## config.mk

```make
export PLATFORM = sky130hd
export DESIGN_NAME = uart_frame_tx
export DESIGN_NICKNAME = d
export VERILOG_FILES = /design/src/rtl/uart_frame_tx.sv
export SDC_FILE = /design/constraint.sdc
export NUM_CORES = 1
export LEC_CHECK = 0
export BUFFER_PORTS_ARGS = -buffer_cell sky130_fd_sc_hd__buf_2
export CAP_MARGIN = 40
export CORE_UTILIZATION = 50
export DETAILED_ROUTE_END_ITERATION = 8
export GPL_TIMING_DRIVEN = 1
export HOLD_SLACK_MARGIN = 0.06
export PLACE_DENSITY = 0.78
export SLEW_MARGIN = 20
export SYNTH_ARGS = -nofsm -noshare
export SYNTH_HDL_FRONTEND = slang
export SYNTH_SLANG_ARGS = --single-unit
```

## constraint.sdc

```tcl
create_clock -name pixelclk -period 2.75 [get_ports pixelclk]
set_input_delay 0.1375 -clock pixelclk [delete_from_list [all_inputs] [get_ports pixelclk]]
set_output_delay 0.1375 -clock pixelclk [all_outputs]
set_load 0.01 [all_outputs]
```

## src/rtl/uart_frame_tx.sv

```systemverilog
// 8N1 serial byte transmitter with per-frame selectable baud rate.
// Emits a one-cycle tx_done pulse after the final stop bit so a sender can chain frames.
module uart_frame_tx #(
    parameter int unsigned CLK_HZ    = 50_000_000,
    parameter int unsigned STOP_BITS = 1
) (
    input  logic       pixelclk,
    input  logic       reset_n,
    input  logic       send_en,
    input  logic [2:0] baud_set,
    input  logic [7:0] data_byte,
    output logic       rs232_tx,
    output logic       tx_done,
    output logic       uart_state
);

    localparam int unsigned CW = $clog2(CLK_HZ / 9600 + 1);

    localparam int unsigned DIV_9600   = (CLK_HZ + 4800) / 9600;
    localparam int unsigned DIV_19200  = (CLK_HZ + 9600) / 19200;
    localparam int unsigned DIV_38400  = (CLK_HZ + 19200) / 38400;
    localparam int unsigned DIV_57600  = (CLK_HZ + 28800) / 57600;
    localparam int unsigned DIV_115200 = (CLK_HZ + 57600) / 115200;

    localparam logic [CW-1:0] LIM_9600   = CW'(DIV_9600 - 1);
    localparam logic [CW-1:0] LIM_19200  = CW'(DIV_19200 - 1);
    localparam logic [CW-1:0] LIM_38400  = CW'(DIV_38400 - 1);
    localparam logic [CW-1:0] LIM_57600  = CW'(DIV_57600 - 1);
    localparam logic [CW-1:0] LIM_115200 = CW'(DIV_115200 - 1);

    localparam logic STOP_LAST = 1'(STOP_BITS - 1);

    typedef enum logic [2:0] {
        IDLE,
        START,
        DATA,
        STOP,
        DONE
    } state_t;

    state_t        state_q, state_d;
    logic [CW-1:0] div_cnt_q, div_cnt_d;
    logic [CW-1:0] div_lim_q, div_lim_d;
    logic [2:0]    bit_cnt_q, bit_cnt_d;
    logic          stop_cnt_q, stop_cnt_d;
    logic [7:0]    shift_q, shift_d;
    logic          tx_q, tx_d;
    logic          done_q, done_d;
    logic          busy_q, busy_d;

    logic [CW-1:0] sel_lim;
    logic          wrap;

    always_comb begin
        sel_lim = LIM_115200;
        case (baud_set)
            3'd0:    sel_lim = LIM_9600;
            3'd1:    sel_lim = LIM_19200;
            3'd2:    sel_lim = LIM_38400;
            3'd3:    sel_lim = LIM_57600;
            default: sel_lim = LIM_115200;
        endcase
    end

    assign wrap = (div_cnt_q == div_lim_q);

    always_comb begin
        state_d    = state_q;
        div_cnt_d  = div_cnt_q;
        div_lim_d  = div_lim_q;
        bit_cnt_d  = bit_cnt_q;
        stop_cnt_d = stop_cnt_q;
        shift_d    = shift_q;

        case (state_q)
            IDLE, DONE: begin
                if (send_en) begin
                    state_d    = START;
                    shift_d    = data_byte;
                    div_lim_d  = sel_lim;
                    div_cnt_d  = '0;
                    bit_cnt_d  = '0;
                    stop_cnt_d = 1'b0;
                end else begin
                    state_d = IDLE;
                end
            end
            START: begin
                if (wrap) begin
                    div_cnt_d = '0;
                    state_d   = DATA;
                end else begin
                    div_cnt_d = div_cnt_q + 1'b1;
                end
            end
            DATA: begin
                if (wrap) begin
                    div_cnt_d = '0;
                    if (bit_cnt_q == 3'd7) begin
                        state_d    = STOP;
                        stop_cnt_d = 1'b0;
                    end else begin
                        bit_cnt_d = bit_cnt_q + 1'b1;
                        shift_d   = {1'b0, shift_q[7:1]};
                    end
                end else begin
                    div_cnt_d = div_cnt_q + 1'b1;
                end
            end
            STOP: begin
                if (wrap) begin
                    div_cnt_d = '0;
                    if (stop_cnt_q == STOP_LAST) begin
                        state_d = DONE;
                    end else begin
                        stop_cnt_d = stop_cnt_q + 1'b1;
                    end
                end else begin
                    div_cnt_d = div_cnt_q + 1'b1;
                end
            end
            default: state_d = IDLE;
        endcase

        // Outputs are decoded from the next state so they can be registered without a cycle of lag.
        tx_d   = 1'b1;
        busy_d = 1'b0;
        done_d = 1'b0;
        case (state_d)
            START: begin
                tx_d   = 1'b0;
                busy_d = 1'b1;
            end
            DATA: begin
                tx_d   = shift_d[0];
                busy_d = 1'b1;
            end
            STOP: busy_d = 1'b1;
            DONE: done_d = 1'b1;
            default: ;
        endcase
    end

    always_ff @(posedge pixelclk) begin
        if (!reset_n) begin
            state_q    <= IDLE;
            div_cnt_q  <= '0;
            div_lim_q  <= '0;
            bit_cnt_q  <= '0;
            stop_cnt_q <= 1'b0;
            shift_q    <= '0;
            tx_q       <= 1'b1;
            done_q     <= 1'b0;
            busy_q     <= 1'b0;
        end else begin
            state_q    <= state_d;
            div_cnt_q  <= div_cnt_d;
            div_lim_q  <= div_lim_d;
            bit_cnt_q  <= bit_cnt_d;
            stop_cnt_q <= stop_cnt_d;
            shift_q    <= shift_d;
            tx_q       <= tx_d;
            done_q     <= done_d;
            busy_q     <= busy_d;
        end
    end

    assign rs232_tx   = tx_q;
    assign tx_done    = done_q;
    assign uart_state = busy_q;

endmodule
```

Word level (Yosys, flattened, before mapping)

Cells that the tools add are included.

$add $sub $neg: 3
$mul: 0
Divide/modulo/power cells: 0
Magnitude comparators: 0
Equality and inequality tests: 18
Shift-type cells: 0
Muxes and demuxes: 28
Bitwise gates (word level): 0
Reductions and logical operators: 12

Operators by type and width:

| kind                    | number |
|---|---|
| $pmux W13 S4            | 1 |
| $mux W13                | 2 |
| $pmux W13 S2            | 1 |
| $mux W3                 | 8 |
| $mux W8                 | 3 |
| $eq A3 B2 Y1 const B    | 6 |
| $pmux W8 S2             | 1 |
| $add A13 B1 Y13 const B | 1 |
| $eq A13 B13 Y1          | 1 |
| $pmux W3 S4             | 1 |
| $ne A2 B2 Y1 const B    | 5 |
| $eq A3 B1 Y1 const B    | 3 |
| $eq A3 B3 Y1 const B    | 3 |
| $mux W1                 | 8 |
| $logic_not A3 Y1        | 2 |
| $pmux W3 S2             | 1 |
| $reduce_or A3 Y1        | 2 |
| $reduce_and A5 Y1       | 1 |
| $reduce_and A2 Y1       | 2 |
| $reduce_and A4 Y1       | 1 |
| $reduce_bool A2 Y1      | 2 |
| $add A3 B1 Y3 const B   | 1 |
| $pmux W1 S3             | 1 |
| $reduce_bool A3 Y1      | 1 |
| other kinds (3)         | 3 |

Register bits: 44
Bits in latches: 0
Memory bits (writable): 0
Memory bits (read-only): 0
Input bits: 14
Output and inout bits: 3
Memories: 0

Longest topological paths before layout

Depth after elaboration: 7
Mapped depth: 8
Depth with buffers taken out: 7

Worst setup path after synthesis

OpenSTA, ideal clock, no wires.

Kind: register -> register
Start: reg div_cnt_q[1]
End: reg tx_q, in the netlist rs232_tx
Setup time: 0.079 ns
Arrival: 2.074 ns
Data required time: 2.671 ns
Path slack: 0.597 ns
Cell stages (with the launch flop): 7
Buffers on the path: 0
Period minus slack after synthesis: 2.153 ns
Cells stage by stage: dfxtp_1 -> xnor2_1 -> nand4_1 -> nor4_4 -> nor4b_4 -> mux2_4 -> o221ai_2

Word-level cells in the longest chain between the ends: 5
Elaborated cells on any way between the ends: 10
Classes of those cells: eq/ne (3); mux (7)

Ends and longest elaborated chain:

| element                                             | RTL line    | text |
|---|---|---|
| start, declared                                     | 42          | `logic [CW-1:0] div_cnt_q, div_cnt_d;` |
| start signal, assigned                              | 157         | `div_cnt_q <= div_cnt_d;` |
| $eq A13 B13 Y1 *                                    | 65          | `assign wrap = (div_cnt_q == div_lim_q);` |
| $mux W3, on equally long branches                   | 111, 89, 97 |  |
| $pmux W3 S4                                         | 75          | `case (state_q)` |
| $eq A3 B2 Y1 / $eq A3 B1 Y1 (equally long branches) | 129         | `case (state_d)` |
| $pmux W1 S2 *                                       | 129         |  |
| end signal, assigned                                | 162         | `tx_q <= tx_d;` |
| end, declared                                       | 47          | `logic tx_q, tx_d;` |

Mark *: on every way between the ends. The rest lies on a longest branch, timed or not. The select of a mux whose other input is x is not followed.
A chain may end at the register's enable or synchronous reset.

Worst setup path in the final report

Start: reg div_cnt_q[1]
End: reg div_cnt_q[6]

Word-level cells in the longest chain between the ends: 3
Elaborated cells on any way between the ends: 4
Classes of those cells: add/sub (1); eq/ne (1); mux (2)

Ends and longest elaborated chain:

| element                                                  | RTL line |
|---|---|
| $add A13 B1 Y13 / $eq A13 B13 Y1 (equally long branches) | n/a |
| $mux W13 *                                               | 89, 97, 111 |
| $pmux W13 S2 *                                           | 75 |

Mark *: on every way between the ends. The rest lies on a longest branch, timed or not.

==> summary.txt <==
Outcome
  – Status: finished, final reports clean

Logic synthesis
  – Cell with the most instances after synthesis: dfxtp_1
  – Async SR Flop Fraction: 0%
  – Synth unique cells: 36
  – Syn_area_per_cell: 8.565 um^2
  – Share of the synthesized area in the top cell type: 42.21%
  – Number of flops mapped to enable cells by yosys: 0
  – Syn nets: 244
  – Sequential cell area fraction in the yosys report: 42.21%
  – Netlist Area Pre-Place: 0.001944 mm^2
  – Most area-consuming cells after synthesis: dfxtp_1, nor2_1, xnor2_1
  – Post-Synthesis Cells: 227
  – Syn. warnings: 0
  – Largest area contributor in the netlist: dfxtp_1
  – Most used DFF post-synth: dfxtp_1
  – Most frequent cells after synthesis: dfxtp_1, nor2_1, a21oi_1
  – #FFs+latches synth: 41

Floorplanning
  – Initial core utilization: 52.71%
  – Core area: 0.003689 mm^2
  – Die X: 64.36 um
  – Cell Rows: 22
  – # IOs: 17
  – Die Ht: 64.36 um
  – Die area: 0.004142 mm^2

Worst setup path
  – Startpoint Class: register
  – Setup crit end kind: register
  – Maximum fanout along the worst path: 8
  – Crit path cell chain: xnor2_1, nand4_1, nor4_4, buf_4, nor2_1, o21ai_1, nor2_1
  – Critical path buffer and inverter count: 1
  – Setup CP Type: reg -> reg
  – Slowest Stage Delay on Critical Path: 490 ps
  – Crit path DAT: 2300 ps
  – Critical path's top delay family: simple AND/OR/NAND/NOR gates
  – Slowest CP cell: o21ai_1
  – Required time of the critical path: 2910 ps
  – Most frequent CP cell: nor2_1

Timing
  – Final max-slew violation count: 0
  – Slew @ Worst Pin: 564.1 ps
  – Fin crit share: 77.86%
  – Slew margin rel.: 62.14%
  – Total Neg Setup Slack: 0 ps
  – Hold Vio Cnt, Final: 0
  – Setup-failing EPs final: 0
  – FMAX: 467.1 MHz
  – RSZ-0062 raised after global routing: false
  – Clk_skew: 5.622 ps
  – Min Tclk post-route: 2141 ps

Layout
  – Finished Cell Area: 0.002163 mm^2
  – Synth-to-Final Area Change: 11.26%
  – Layout Nets: 260
  – Layout cell share with drive strength beyond 1: 14.34%
  – Ant diodes: 0
  – Fillers: 366

Drt
  – TritonRoute pass-1 iters: 4
  – Post-route ant nets: 0
  – Routed wl met2: 1762 um
  – Wire per inst: 13.57 um
  – M1 WL: 1864 um
  – 1st-iter DRT viols: 88
  – Via count: 1634
  – Uppermost layer routed: met4
  – # DRC: 0
  – Vias per inst: 5.596
  – Detail Route met3 WL: 278 um
  – WL final: 3961 um

Min path
  – Worst hold path type: in -> reg

CTS
  – Clock tree sinks: 41
  – # Post-CTS Setup Buffers: 0
  – Clk slew on worst S/H paths: 80 ps
  – Worst-skew pair later-pin latency: 290 ps
  – # resized after CTS: 0
  – Inserted Clock Buffers: 5
  – CTS Hold Bufs: 0
  – CTS root buf: clkbuf_8
  – Clock Path Buffers: 2
  – CTS H-Tree Depth: 2
  – CTS tree: built

Placed design
  – DPL Wire Length: 2797 um
  – Placed inst area: 0.002066 mm^2
  – GP Congestion: 0.8620
  – Buffers on Ports: 16

Power
  – PwrDens: 602.9 mW/mm^2
  – Max rail drop VDD: 0.4179 mV
  – Leakage power: 0.7966 nW

Global route
  – Vias in the first global route: 1515
  – Largest net degree at the start of global routing: 30
  – Remaining Overflow, GRT: 0
  – Total GRT Usage: 21.80%
  – Antenna violations before repair: 0
  – First-pass GRT wire length: 6962 um

Job
  – Max-Cap Viols: 0
-- stage by stage --
stage	utilization (%)	hold WS [ps]	setup WS [ps]	power (mW)	instances
2_1_floorplan	-	226.9	597.2	0.8626	227
3_3_place_gp	56.00	385.1	714.6	0.9284	283
3_5_place_dp	56.00	397.5	629.5	0.9325	283
4_1_cts	58.24	87.67	605.5	1.308	291
5_1_grt	58.65	91.09	388.7	1.371	292
6_report	58.65	91.58	608.9	1.304	292
-- power breakdown --
part / leakage (nW) / internal [mW] / switching [mW]
Clock: 0.0450 / 0.176 / 0.203
Combinational: 0.417 / 0.109 / 0.153
Sequential: 0.334 / 0.631 / 0.0326
Total: 0.797 / 0.916 / 0.388
-- worst paths after layout --
check / end / slack (ps) / start / depth (start not counted)
setup / recovery: div_cnt_q[6] / 610 / div_cnt_q[1] / 7
hold / removal: shift_q[7] / 90 / data_byte[7] / 3
setup reg to reg: div_cnt_q[6] / 610 / div_cnt_q[1] / 7
hold reg to reg: bit_cnt_q[2] / 480 / bit_cnt_q[2] / 2
-- kinds of logic (layout without fill, tap and decap cells) --
logic type,after synthesis,in the layout,synth area share (%)
muxes,3,3,1.802
adders and majority gates,3,3,1.931
AOI/OAI and AO/OA,53,53,17.63
DFF,41,41,42.21
and+or+nand+nor,91,91,23.55
buffers and inverters,16,33,3.475
xor gates and xnor gates,20,20,9.395
-- layout by cell type (no fill, tap or decap), types with 2 or more instances in the layout --
cell and instances:
o2bb2ai_1 6, inv_1 3, dfxtp_1 41, clkbuf_8 5, a22o_1 6, nor4_1 3, nor2_1 36, o21bai_1 2
a21oi_1 24, clkinv_2 2, ha_1 3, nand2b_1 2, xor2_1 5, nand4_1 7, xnor2_1 14, nand3_1 9
nor2b_1 6, o21ai_0 7, buf_4 5, buf_2 16, nor3_1 8, a22oi_1 2, mux2i_1 2, nand2_1 14
-- layer usage --
layer | GRT usage, % | vias to the layer above
met3 | 6.071 | 6
met2 | 32.37 | 49
met1 | 29.15 | 750
li1 | - | 829
met5 | 0 | -
met4 | 9.722 | 0
-- cell type report --
type	count	area [um^2]	share of cell area (%)
tap	48	60.06	2.776
clock inverter	2	10.01	0.4627
inverter	3	11.26	0.5205
sequential	41	820.8	37.94
timing repair buffer	22	132.6	6.131
multi-input combinational	170	1056	48.81
clock buffer	6	72.57	3.355
-- worst register-to-register path: cells and delay by family (launching register included) --
| family | cells | cell delay (ps) |
|---|---|---|
| xor+xnor | 1 | 150 |
| buf+inv | 1 | 200 |
| simple gates | 4 | 710 |
| flops | 1 | 450 |
| compound gates | 1 | 490 |
-- flip-flops by register name, summed over array words and instances (netlist names) --
register / flops
state_q: 3
shift_q: 8
bit_cnt_q: 3
uart_state: 1
div_lim_q: 11
rs232_tx: 1
div_cnt_q: 13
tx_done: 1
Power figures use the tool's default switching activity.
